### config.mk
export PLATFORM = sky130hd
export DESIGN_NAME = int_to_fp
export DESIGN_NICKNAME = d
export VERILOG_FILES = /design/src/rtl/int_to_fp.sv
export SDC_FILE = /design/constraint.sdc
export NUM_CORES = 1
export LEC_CHECK = 0
export BUFFER_PORTS_ARGS = -buffer_cell sky130_fd_sc_hd__buf_2
export CORE_MARGIN = 5
export CORE_UTILIZATION = 45
export CTS_CLUSTER_SIZE = 28
export DETAILED_ROUTE_END_ITERATION = 12
export SLEW_MARGIN = 20
export SYNTH_ARGS = -nofsm -noshare
export SYNTH_HDL_FRONTEND = slang
export SYNTH_SLANG_ARGS = --single-unit
### constraint.sdc
create_clock -name clk -period 4.2 [get_ports clk]
set_input_delay 0.21 -clock clk [delete_from_list [all_inputs] [get_ports clk]]
set_output_delay 0.21 -clock clk [all_outputs]
set_load 0.05 [all_outputs]
### src/rtl/int_to_fp.sv
// int_to_fp: pipelined two's-complement integer to IEEE-754 converter.
//
// Three stages:
//   S1 - select source lane(s), take sign and absolute value
//   S2 - leading-zero count, normalize magnitude so its MSB sits at bit 31
//   S3 - round, adjust exponent, pack and register the result
// Latency is 3 edges from the accept edge. A single advance signal moves
// every stage together, so backpressure from result_rdy stalls the whole
// pipe without losing or duplicating requests.
//
// Ports:
//   clk        rising-edge clock
//   rst        synchronous active-high reset
//   inst_vld   request valid
//   inst_rdy   request can be accepted this cycle
//   src_prec   0 = INT16 source, 1 = INT32 source
//   dst_prec   0 = FP16 result,  1 = FP32 result
//   src_pos    INT16 source half (0 = [15:0], 1 = [31:16]) when src_prec=0
//   dst_pos    FP16 result half  (0 = [15:0], 1 = [31:16]) when dst_prec=0
//   in_reg     integer operand(s)
//   out_reg    IEEE-754 result
//   result_vld out_reg holds a valid result
//   result_rdy downstream takes out_reg this cycle
//
// INT16->FP16 is always the dual-lane subword mode: both halves of in_reg
// are converted independently and src_pos/dst_pos are ignored.
//
// Configuration macro INT2FP_RNE_EN:
//   defined   - round-to-nearest-even, FP16 overflow gives +/-inf
//   undefined - truncate toward zero, FP16 overflow saturates to +/-65504

module int_to_fp (
  input  logic        clk,
  input  logic        rst,
  input  logic        inst_vld,
  output logic        inst_rdy,
  input  logic        src_prec,
  input  logic        dst_prec,
  input  logic        src_pos,
  input  logic        dst_pos,
  input  logic [31:0] in_reg,
  output logic [31:0] out_reg,
  output logic        result_vld,
  input  logic        result_rdy
);

  // Count of leading zeros; an all-zero input returns 0 and is flagged
  // separately as a zero operand.
  function automatic logic [4:0] lzc32(input logic [31:0] v);
    logic [4:0] n;
    n = 5'd0;
    for (int i = 0; i < 32; i++) begin
      if (v[i]) n = 5'(31 - i);
    end
    return n;
  endfunction

  // exp is the unbiased exponent (MSB position of the magnitude). A round
  // increment that carries out of the mantissa bumps the exponent and
  // leaves an all-zero mantissa, which is the correct next power of two.
  function automatic logic [31:0] pack_fp32(input logic        sign,
                                            input logic [4:0]  exp,
                                            input logic [22:0] mant,
                                            input logic        inc);
    logic [23:0] m;
    logic [7:0]  e;
    m = {1'b0, mant} + {23'd0, inc};
    e = {3'd0, exp} + 8'd127 + {7'd0, m[23]};
    return {sign, e, m[22:0]};
  endfunction

  function automatic logic [15:0] pack_fp16(input logic       sign,
                                            input logic [4:0] exp,
                                            input logic [9:0] mant,
                                            input logic       inc);
    logic [10:0] m;
    logic [5:0]  e;
    m = {1'b0, mant} + {10'd0, inc};
    e = {1'b0, exp} + {5'd0, m[10]};
    if (e > 6'd15) begin
`ifdef INT2FP_RNE_EN
      return {sign, 5'h1F, 10'h000};
`else
      return {sign, 5'h1E, 10'h3FF};
`endif
    end
    return {sign, e[4:0] + 5'd15, m[9:0]};
  endfunction

  logic advance;

  // S1 registers: lane 0 carries INT32 or the selected/low INT16,
  // lane 1 carries the high INT16 in subword mode.
  logic        s1_vld_q,   s1_vld_d;
  logic        s1_sub_q,   s1_sub_d;
  logic        s1_dprec_q, s1_dprec_d;
  logic        s1_dpos_q,  s1_dpos_d;
  logic        s1_sign0_q, s1_sign0_d;
  logic [31:0] s1_mag0_q,  s1_mag0_d;
  logic        s1_sign1_q, s1_sign1_d;
  logic [31:0] s1_mag1_q,  s1_mag1_d;

  // S2 registers
  logic        s2_vld_q,   s2_vld_d;
  logic        s2_sub_q,   s2_sub_d;
  logic        s2_dprec_q, s2_dprec_d;
  logic        s2_dpos_q,  s2_dpos_d;
  logic        s2_sign0_q, s2_sign0_d;
  logic        s2_zero0_q, s2_zero0_d;
  logic [4:0]  s2_exp0_q,  s2_exp0_d;
  logic [31:0] s2_norm0_q, s2_norm0_d;
  logic        s2_sign1_q, s2_sign1_d;
  logic        s2_zero1_q, s2_zero1_d;
  logic [4:0]  s2_exp1_q,  s2_exp1_d;
  logic [31:0] s2_norm1_q, s2_norm1_d;

  // S3 / output registers
  logic        result_vld_q, result_vld_d;
  logic [31:0] out_reg_q,    out_reg_d;

  // Combinational helpers
  logic        sub_mode;
  logic [31:0] lane0_val;
  logic [31:0] lane1_val;
  logic [4:0]  lz0;
  logic [4:0]  lz1;
  logic        inc32_0;
  logic        inc16_0;
  logic        inc16_1;
  logic [15:0] fp16_lo;
  logic [15:0] fp16_hi;
  logic [31:0] fp32_res;
  logic [31:0] packed_res;
  logic        unused_norm_bits;

  assign advance    = !result_vld_q || result_rdy;
  assign inst_rdy   = advance;
  assign out_reg    = out_reg_q;
  assign result_vld = result_vld_q;

  assign sub_mode  = !src_prec && !dst_prec;
  assign lane0_val = src_prec                ? in_reg :
                     (!sub_mode && src_pos)  ? {{16{in_reg[31]}}, in_reg[31:16]} :
                                               {{16{in_reg[15]}}, in_reg[15:0]};
  assign lane1_val = {{16{in_reg[31]}}, in_reg[31:16]};

  // S1: sign and magnitude. Negating the most-negative value wraps to the
  // same bit pattern, which read as unsigned is exactly 2^31 (or 2^15
  // after sign extension), so no special case is needed.
  always_comb begin
    s1_vld_d   = s1_vld_q;
    s1_sub_d   = s1_sub_q;
    s1_dprec_d = s1_dprec_q;
    s1_dpos_d  = s1_dpos_q;
    s1_sign0_d = s1_sign0_q;
    s1_mag0_d  = s1_mag0_q;
    s1_sign1_d = s1_sign1_q;
    s1_mag1_d  = s1_mag1_q;
    if (advance) begin
      s1_vld_d = inst_vld;
      if (inst_vld) begin
        s1_sub_d   = sub_mode;
        s1_dprec_d = dst_prec;
        s1_dpos_d  = dst_pos;
        s1_sign0_d = lane0_val[31];
        s1_mag0_d  = lane0_val[31] ? (32'd0 - lane0_val) : lane0_val;
        s1_sign1_d = lane1_val[31];
        s1_mag1_d  = lane1_val[31] ? (32'd0 - lane1_val) : lane1_val;
      end
    end
  end

  assign lz0 = lzc32(s1_mag0_q);
  assign lz1 = lzc32(s1_mag1_q);

  // S2: normalize so the hidden bit lands at bit 31.
  always_comb begin
    s2_vld_d   = s2_vld_q;
    s2_sub_d   = s2_sub_q;
    s2_dprec_d = s2_dprec_q;
    s2_dpos_d  = s2_dpos_q;
    s2_sign0_d = s2_sign0_q;
    s2_zero0_d = s2_zero0_q;
    s2_exp0_d  = s2_exp0_q;
    s2_norm0_d = s2_norm0_q;
    s2_sign1_d = s2_sign1_q;
    s2_zero1_d = s2_zero1_q;
    s2_exp1_d  = s2_exp1_q;
    s2_norm1_d = s2_norm1_q;
    if (advance) begin
      s2_vld_d = s1_vld_q;
      if (s1_vld_q) begin
        s2_sub_d   = s1_sub_q;
        s2_dprec_d = s1_dprec_q;
        s2_dpos_d  = s1_dpos_q;
        s2_sign0_d = s1_sign0_q;
        s2_zero0_d = (s1_mag0_q == 32'd0);
        s2_exp0_d  = 5'd31 - lz0;
        s2_norm0_d = s1_mag0_q << lz0;
        s2_sign1_d = s1_sign1_q;
        s2_zero1_d = (s1_mag1_q == 32'd0);
        s2_exp1_d  = 5'd31 - lz1;
        s2_norm1_d = s1_mag1_q << lz1;
      end
    end
  end

  // Round increment: guard bit set and either sticky bits or an odd LSB.
`ifdef INT2FP_RNE_EN
  assign inc32_0 = s2_norm0_q[7]  & ((|s2_norm0_q[6:0])  | s2_norm0_q[8]);
  assign inc16_0 = s2_norm0_q[20] & ((|s2_norm0_q[19:0]) | s2_norm0_q[21]);
  assign inc16_1 = s2_norm1_q[20] & ((|s2_norm1_q[19:0]) | s2_norm1_q[21]);
  assign unused_norm_bits = s2_norm0_q[31] ^ s2_norm1_q[31];
`else
  assign inc32_0 = 1'b0;
  assign inc16_0 = 1'b0;
  assign inc16_1 = 1'b0;
  assign unused_norm_bits = ^{s2_norm0_q[31], s2_norm0_q[7:0],
                              s2_norm1_q[31], s2_norm1_q[20:0]};
`endif

  // Zero operands bypass packing so the result is always +0.
  assign fp16_lo  = s2_zero0_q ? 16'h0000 :
                    pack_fp16(s2_sign0_q, s2_exp0_q, s2_norm0_q[30:21], inc16_0);
  assign fp16_hi  = s2_zero1_q ? 16'h0000 :
                    pack_fp16(s2_sign1_q, s2_exp1_q, s2_norm1_q[30:21], inc16_1);
  assign fp32_res = s2_zero0_q ? 32'h0000_0000 :
                    pack_fp32(s2_sign0_q, s2_exp0_q, s2_norm0_q[30:8], inc32_0);

  assign packed_res = s2_sub_q   ? {fp16_hi, fp16_lo} :
                      s2_dprec_q ? fp32_res :
                      s2_dpos_q  ? {fp16_lo, 16'h0000} :
                                   {16'h0000, fp16_lo};

  // S3: out_reg only loads when a valid result moves in, so it keeps its
  // last value through bubbles and stalls.
  always_comb begin
    result_vld_d = result_vld_q;
    out_reg_d    = out_reg_q;
    if (advance) begin
      result_vld_d = s2_vld_q;
      if (s2_vld_q) out_reg_d = packed_res;
    end
  end

  always_ff @(posedge clk) begin
    if (rst) begin
      s1_vld_q     <= 1'b0;
      s1_sub_q     <= 1'b0;
      s1_dprec_q   <= 1'b0;
      s1_dpos_q    <= 1'b0;
      s1_sign0_q   <= 1'b0;
      s1_mag0_q    <= 32'd0;
      s1_sign1_q   <= 1'b0;
      s1_mag1_q    <= 32'd0;
      s2_vld_q     <= 1'b0;
      s2_sub_q     <= 1'b0;
      s2_dprec_q   <= 1'b0;
      s2_dpos_q    <= 1'b0;
      s2_sign0_q   <= 1'b0;
      s2_zero0_q   <= 1'b0;
      s2_exp0_q    <= 5'd0;
      s2_norm0_q   <= 32'd0;
      s2_sign1_q   <= 1'b0;
      s2_zero1_q   <= 1'b0;
      s2_exp1_q    <= 5'd0;
      s2_norm1_q   <= 32'd0;
      result_vld_q <= 1'b0;
      out_reg_q    <= 32'd0;
    end else begin
      s1_vld_q     <= s1_vld_d;
      s1_sub_q     <= s1_sub_d;
      s1_dprec_q   <= s1_dprec_d;
      s1_dpos_q    <= s1_dpos_d;
      s1_sign0_q   <= s1_sign0_d;
      s1_mag0_q    <= s1_mag0_d;
      s1_sign1_q   <= s1_sign1_d;
      s1_mag1_q    <= s1_mag1_d;
      s2_vld_q     <= s2_vld_d;
      s2_sub_q     <= s2_sub_d;
      s2_dprec_q   <= s2_dprec_d;
      s2_dpos_q    <= s2_dpos_d;
      s2_sign0_q   <= s2_sign0_d;
      s2_zero0_q   <= s2_zero0_d;
      s2_exp0_q    <= s2_exp0_d;
      s2_norm0_q   <= s2_norm0_d;
      s2_sign1_q   <= s2_sign1_d;
      s2_zero1_q   <= s2_zero1_d;
      s2_exp1_q    <= s2_exp1_d;
      s2_norm1_q   <= s2_norm1_d;
      result_vld_q <= result_vld_d;
      out_reg_q    <= out_reg_d;
    end
  end

endmodule

-- Word-level counts from Yosys, hierarchy flattened
Cells that the tools add are included.
W data, S select, Z words.
- add/subtract/negate cells: 7
- $mul: 0
- divide/modulo/power cells: 0
- order comparisons: 2
- equality and inequality tests: 0
- shift-type cells: 2
- muxes and demuxes: 80
- bitwise gates (word level): 0
- reduce and logical (&&, ||, !) cells: 12
- operators by type and width (operator ; number):
    $mux W5 ; 64
    $mux W32 ; 8
    $mux W16 ; 6
    $logic_not A32 Y1 ; 2
    $shl A32 B5 Y31 ; 2
    $sub A1 B32 Y32 const A ; 1
    $sub A1 B16 Y17 const A ; 1
    $add A5 B4 Y5 const B ; 2
    $gt A5 B4 Y1 const B ; 2
    $sub A5 B5 Y5 const A ; 2
    $add A5 B7 Y8 const B ; 1
    $reduce_and A2 Y1 ; 3
    $logic_not A1 Y1 ; 4
    $logic_and A1 B1 Y1 ; 2
    $mux W1 ; 2
    $logic_or A1 B1 Y1 ; 1
- bits in registers: 183
- bits in latches: 0
- RAM bits: 0
- bits in read-only memories: 0
- output and inout port bits: 34
- memories kept: 0

-- Logic depth before layout (Yosys ltp)
- depth in word-level cells: 33
- gate-level depth with buffers: 14

-- Worst setup path after synthesis
Ideal clock, no wire load.
- path type: input-to-reg
- from: input port src_prec
- to: register s1_mag0_q[28]
- library setup time: 0.120 ns
- arrival: 2.869 ns
- required time: 4.080 ns
- setup slack: 1.211 ns
- stages on the path: 14
- path through: nand3b_4 -> buf_6 -> buf_2 -> buf_1 -> nor2_1 -> a21oi_1 -> ha_1 -> nand2_1 -> or4_4 -> nor4b_4 -> nand2_2 -> o31ai_2 -> xor2_1 -> o21ai_1
- longest elaborated chain between the ends: 8
- ends and longest elaborated chain (what ; RTL line ; source):
    start, declared ; 37 ; input logic src_prec,
    $logic_not A1 Y1 ; 141 ; assign sub_mode = !src_prec && !dst_prec;
    $logic_and A1 B1 Y1 ; 141 ;
    $logic_not A1 Y1 ; 143 ; (!sub_mode && src_pos) ? {{16{in_reg[31]}}, in_reg[31:16]} :
    $logic_and A1 B1 Y1 ; 143 ;
    $mux W32 ; 143 ;
    $mux W32 (*) ; 142 ; assign lane0_val = src_prec ? in_reg :
    $sub A1 B32 Y32 ; 166 ; s1_mag0_d = lane0_val[31] ? (32'd0 - lane0_val) : lane0_val;
    $mux W32 (*) ; 166 ;
    end signal, assigned ; 276 ; s1_mag0_q <= s1_mag0_d;
    end, declared ; 99 ; logic [31:0] s1_mag0_q, s1_mag0_d;
Mark *: on every way between the ends. The rest lies on a longest branch, timed or not.
A chain may end at the register's enable or synchronous reset.

-- Worst setup path after layout
- from: register s1_mag0_q[17]
- to: register s2_norm0_q[27]
- longest elaborated chain between the ends: 16
- ends and longest elaborated chain (what ; RTL line ; source):
    $mux W5 (15 in a row) ; 53 ; if (v[i]) n = 5'(31 - i);
    $shl A32 B5 Y31 (*) ; 199 ; s2_norm0_d = s1_mag0_q << lz0;
    end signal, assigned ; 286 ; s2_norm0_q <= s2_norm0_d;
    end, declared ; 111 ; logic [31:0] s2_norm0_q, s2_norm0_d;
Marked as above.

==> impl_metrics.yaml <==
flow_run:
  max_cap_violations: 0
grt:
  grt_pass1_wl_um: 48400
  grt_pass1_vias: 8903
  grtUsageTotal_pct: 24.4
  antenna_found_initial: 0
  grt_overflow: 0
  grt_max_degree: 56
setup_path:
  cp.required_ps: 4490
  rr_worst_depth: 10
  cp_num_buf_inv: 1
  cp_top_family: "compound AO/OA/AOI/OAI gates"
  cp_max_fo: 24
  reg2reg_to: "s2_norm0_q[27]$_SDFFE_PP0P_"
  cp.arrival_ps: 3760
  timing.rr.start: "s1_mag0_q[17]$_SDFFE_PP0P_"
  critPathMaxStageDelay_ps: 890
  cpMostUsedCell: "mux2i_1"
  r2r_slack_ps: 730
  end_kind: "flop"
  start_kind: "flop"
  worstSetupPathType: "reg -> reg"
  cp_slowest_cell: "o21a_1"
  worstPathCellList: "nor4_1, o311ai_0, a21oi_1, o21a_1, buf_4, mux2i_1, mux2i_1, mux2_2, a221oi_1, o21ai_0"
logic_synthesis:
  synthArstFlopShare_pct: 0
  synth_top_family_by_area: "compound AO/OA/AOI/OAI gates"
  synth_nets: 1350
  synth_enable_flop_cells: 0
  synth_fa_ha_area_share_pct: 0.792
  netlist_area_um2: 9480
  muxShareOfSynthArea_pct: 9.17
  ys.flop_type: "dfxtp_1"
  synth_compound_area_share_pct: 30.0
  ys_seq_area_share_pct: 29.3
  netlist-cell-type-count: 72
  yosys.area_share.simple_pct: 21.6
  syn_inst: 1304
  synth_xor_area_share_pct: 3.23
  synth_seq_cells: 139
  yosysWarnings: 0
  syn_area_per_cell_um2: 7.27
floorplanning:
  die_y_um: 155
  core_area_um2: 20900
  rows: 53
  die_area_um2: 24100
  start_util_pct: 45.4
  io_pins: 74
  die_w_um: 155
sta:
  finClkSkew_ps: 13.7
  final.min_clock_period_ps: 3470
  setup_viol: 0
  final_hold_viol_count: 0
  setup_ws_ps: 733
  max_freq_mhz: 288
  tns_ps: 0
  tightest_slew_ps: 1090
  max_slew_margin_pct: 27.6
  rsz0062_at_grt: "false"
  holdWs_ps: 31.7
  maxSlewViolCount: 0
  timing.final.crit_share_pct: 82.5
min_path:
  hold_class: "in -> reg"
  hold_start: "dst_pos"
  min_path_cells: 3
  whs_endpoint: "s1_dpos_q$_SDFFE_PP0P_"
route:
  vias_per_cell: 6.03
  drtAntennaViolNets: 0
  drtIter0Drc: 761
  vias: 9625
  drc_errors: 0
  wl_per_cell_um: 18.9
  drt-total-wl_um: 30200
  drtPass1Iterations: 5
power_and_ir_drop:
  powerDensity_nw_per_um2: 427
  ir_drop_v: 0.000221
  cellLeakagePower_nw: 4.14
  power_mw: 4.48
layout:
  drive_gt1_share_pct: 11.8
  antenna_cells: 0
  fill_cells: 2171
  final_util_pct: 50.3
  design_area_um2: 10500
  multi_input_area_um2: 6160
  areaGrowthSynthToFinish_pct: 10.8
  fin_cells: 1597
  finalNetCount: 1356
  seqCellArea_um2: 2780
placement:
  place.port_buffers: 73
  place_congestion: 0.939
  placed_area_um2: 9930
  place_hpwl_um: 22300
  dp_slack_ps: 747
  placed_cells: 1566
clock_network:
  clock-sinks: 139
  cts.path.max_buffers: 2
  post_cts_buffers: 0
  path_clk_slew_ps: 60
  cts_root_buffer: "clkbuf_16"
  cts_inserted_buffers: 17
  clock_latency_ps: 420
  ctsResizeCount: 0
  cts_tree: "built"
  hold_buffers: 0
  cts_max_level: 4
outcome:
  status: "completed"
[cell type report]
| cell class | instances | share of cell area, % |
|---|---|---|
| timing repair buffer | 95 | 5.05 |
| clock inverter | 13 | 1.37 |
| clock buffer | 18 | 4.18 |
| multi-input combinational | 1028 | 58.6 |
| sequential | 139 | 26.5 |
| tap | 275 | 3.27 |
| inverter | 29 | 1.04 |
[layer usage]
metal	wire length, um	vias to the layer above	GRT usage (%)
met5	0	-	0
met4	743	0	7.59
met3	1670	55	3.31
met2	13600	328	37.9
met1	14200	4450	35.0
li1	-	4792	-
[cell usage after synthesis, drive strengths merged, types with 13 or more instances]
cell type,instances,area [um^2]
xnor2,13,114
nor2,146,548
a211oi,30,235
dfxtp,139,2780
nor4,17,106
xor2,22,193
a31oi,30,188
nor3,37,185
a311oi,18,158
o211ai,13,97.6
a221oi,14,123
a21oi,114,571
nand2b,13,81.3
o31ai,14,110
clkbuf,80,300
mux2i,73,734
nand3,21,105
nand2,169,637
o21ai,122,611
buf,28,140
a22oi,13,97.6
inv,28,105
[worst register-to-register path, stage by stage (launching register included)]
cell and delay, ps:
dfxtp_1 370, nor4_1 260, o311ai_0 160, a21oi_1 220, o21a_1 890, buf_4 360, mux2i_1 290, mux2i_1 140
mux2_2 300, a221oi_1 240, o21ai_0 120
[layout by cell type, fill, tap and decap left out, types with 13 or more instances in the layout]
master,instances
a211oi_1,28
a21oi_1,113
a221oi_1,14
a22oi_1,13
a311oi_1,18
a31oi_1,30
buf_2,73
buf_4,22
clkbuf_16,17
dfxtp_1,139
inv_1,28
mux2i_1,72
nand2_1,168
nand2b_1,13
nand3_1,21
nor2_1,146
nor3_1,36
nor4_1,17
o211ai_1,13
o21ai_0,116
o31ai_1,13
xnor2_1,13
xor2_1,22
[worst max path at each step]
| stage | startpoint | to | slack (ps) | cells past startpoint |
|---|---|---|---|---|
| 2_1_floorplan | src_prec | s1_mag0_q[28]$_SDFFE_PP0P_ | 1210 | 14 |
| 3_3_place_gp | src_prec | s1_mag0_q[30]$_SDFFE_PP0P_ | 800 | 10 |
| 3_5_place_dp | src_prec | s1_mag0_q[30]$_SDFFE_PP0P_ | 750 | 10 |
| 4_1_cts | s1_mag0_q[17]$_SDFFE_PP0P_ | s2_norm0_q[27]$_SDFFE_PP0P_ | 740 | 10 |
| 6_report | s1_mag0_q[17]$_SDFFE_PP0P_ | s2_norm0_q[27]$_SDFFE_PP0P_ | 730 | 10 |
| 5_1_grt | s1_mag0_q[17]$_SDFFE_PP0P_ | s2_norm0_q[27]$_SDFFE_PP0P_ | 320 | 10 |
[where the power goes]
group | leakage [nW] | switching [mW] | internal, mW
logic | 2.73 | 0.932 | 0.519
clock network | 0.275 | 0.603 | 0.890
registers | 1.14 | 0.125 | 1.42
[cell families after synthesis]
logic type                 Yosys count
AOI/OAI and AO/OA                  446
buffers and inverters              137
muxes                               84
xor gates and xnor gates            35
adders and majority gates            6
DFF                                139
and+or+nand+nor                    457
(Power assumes the default switching activity.)
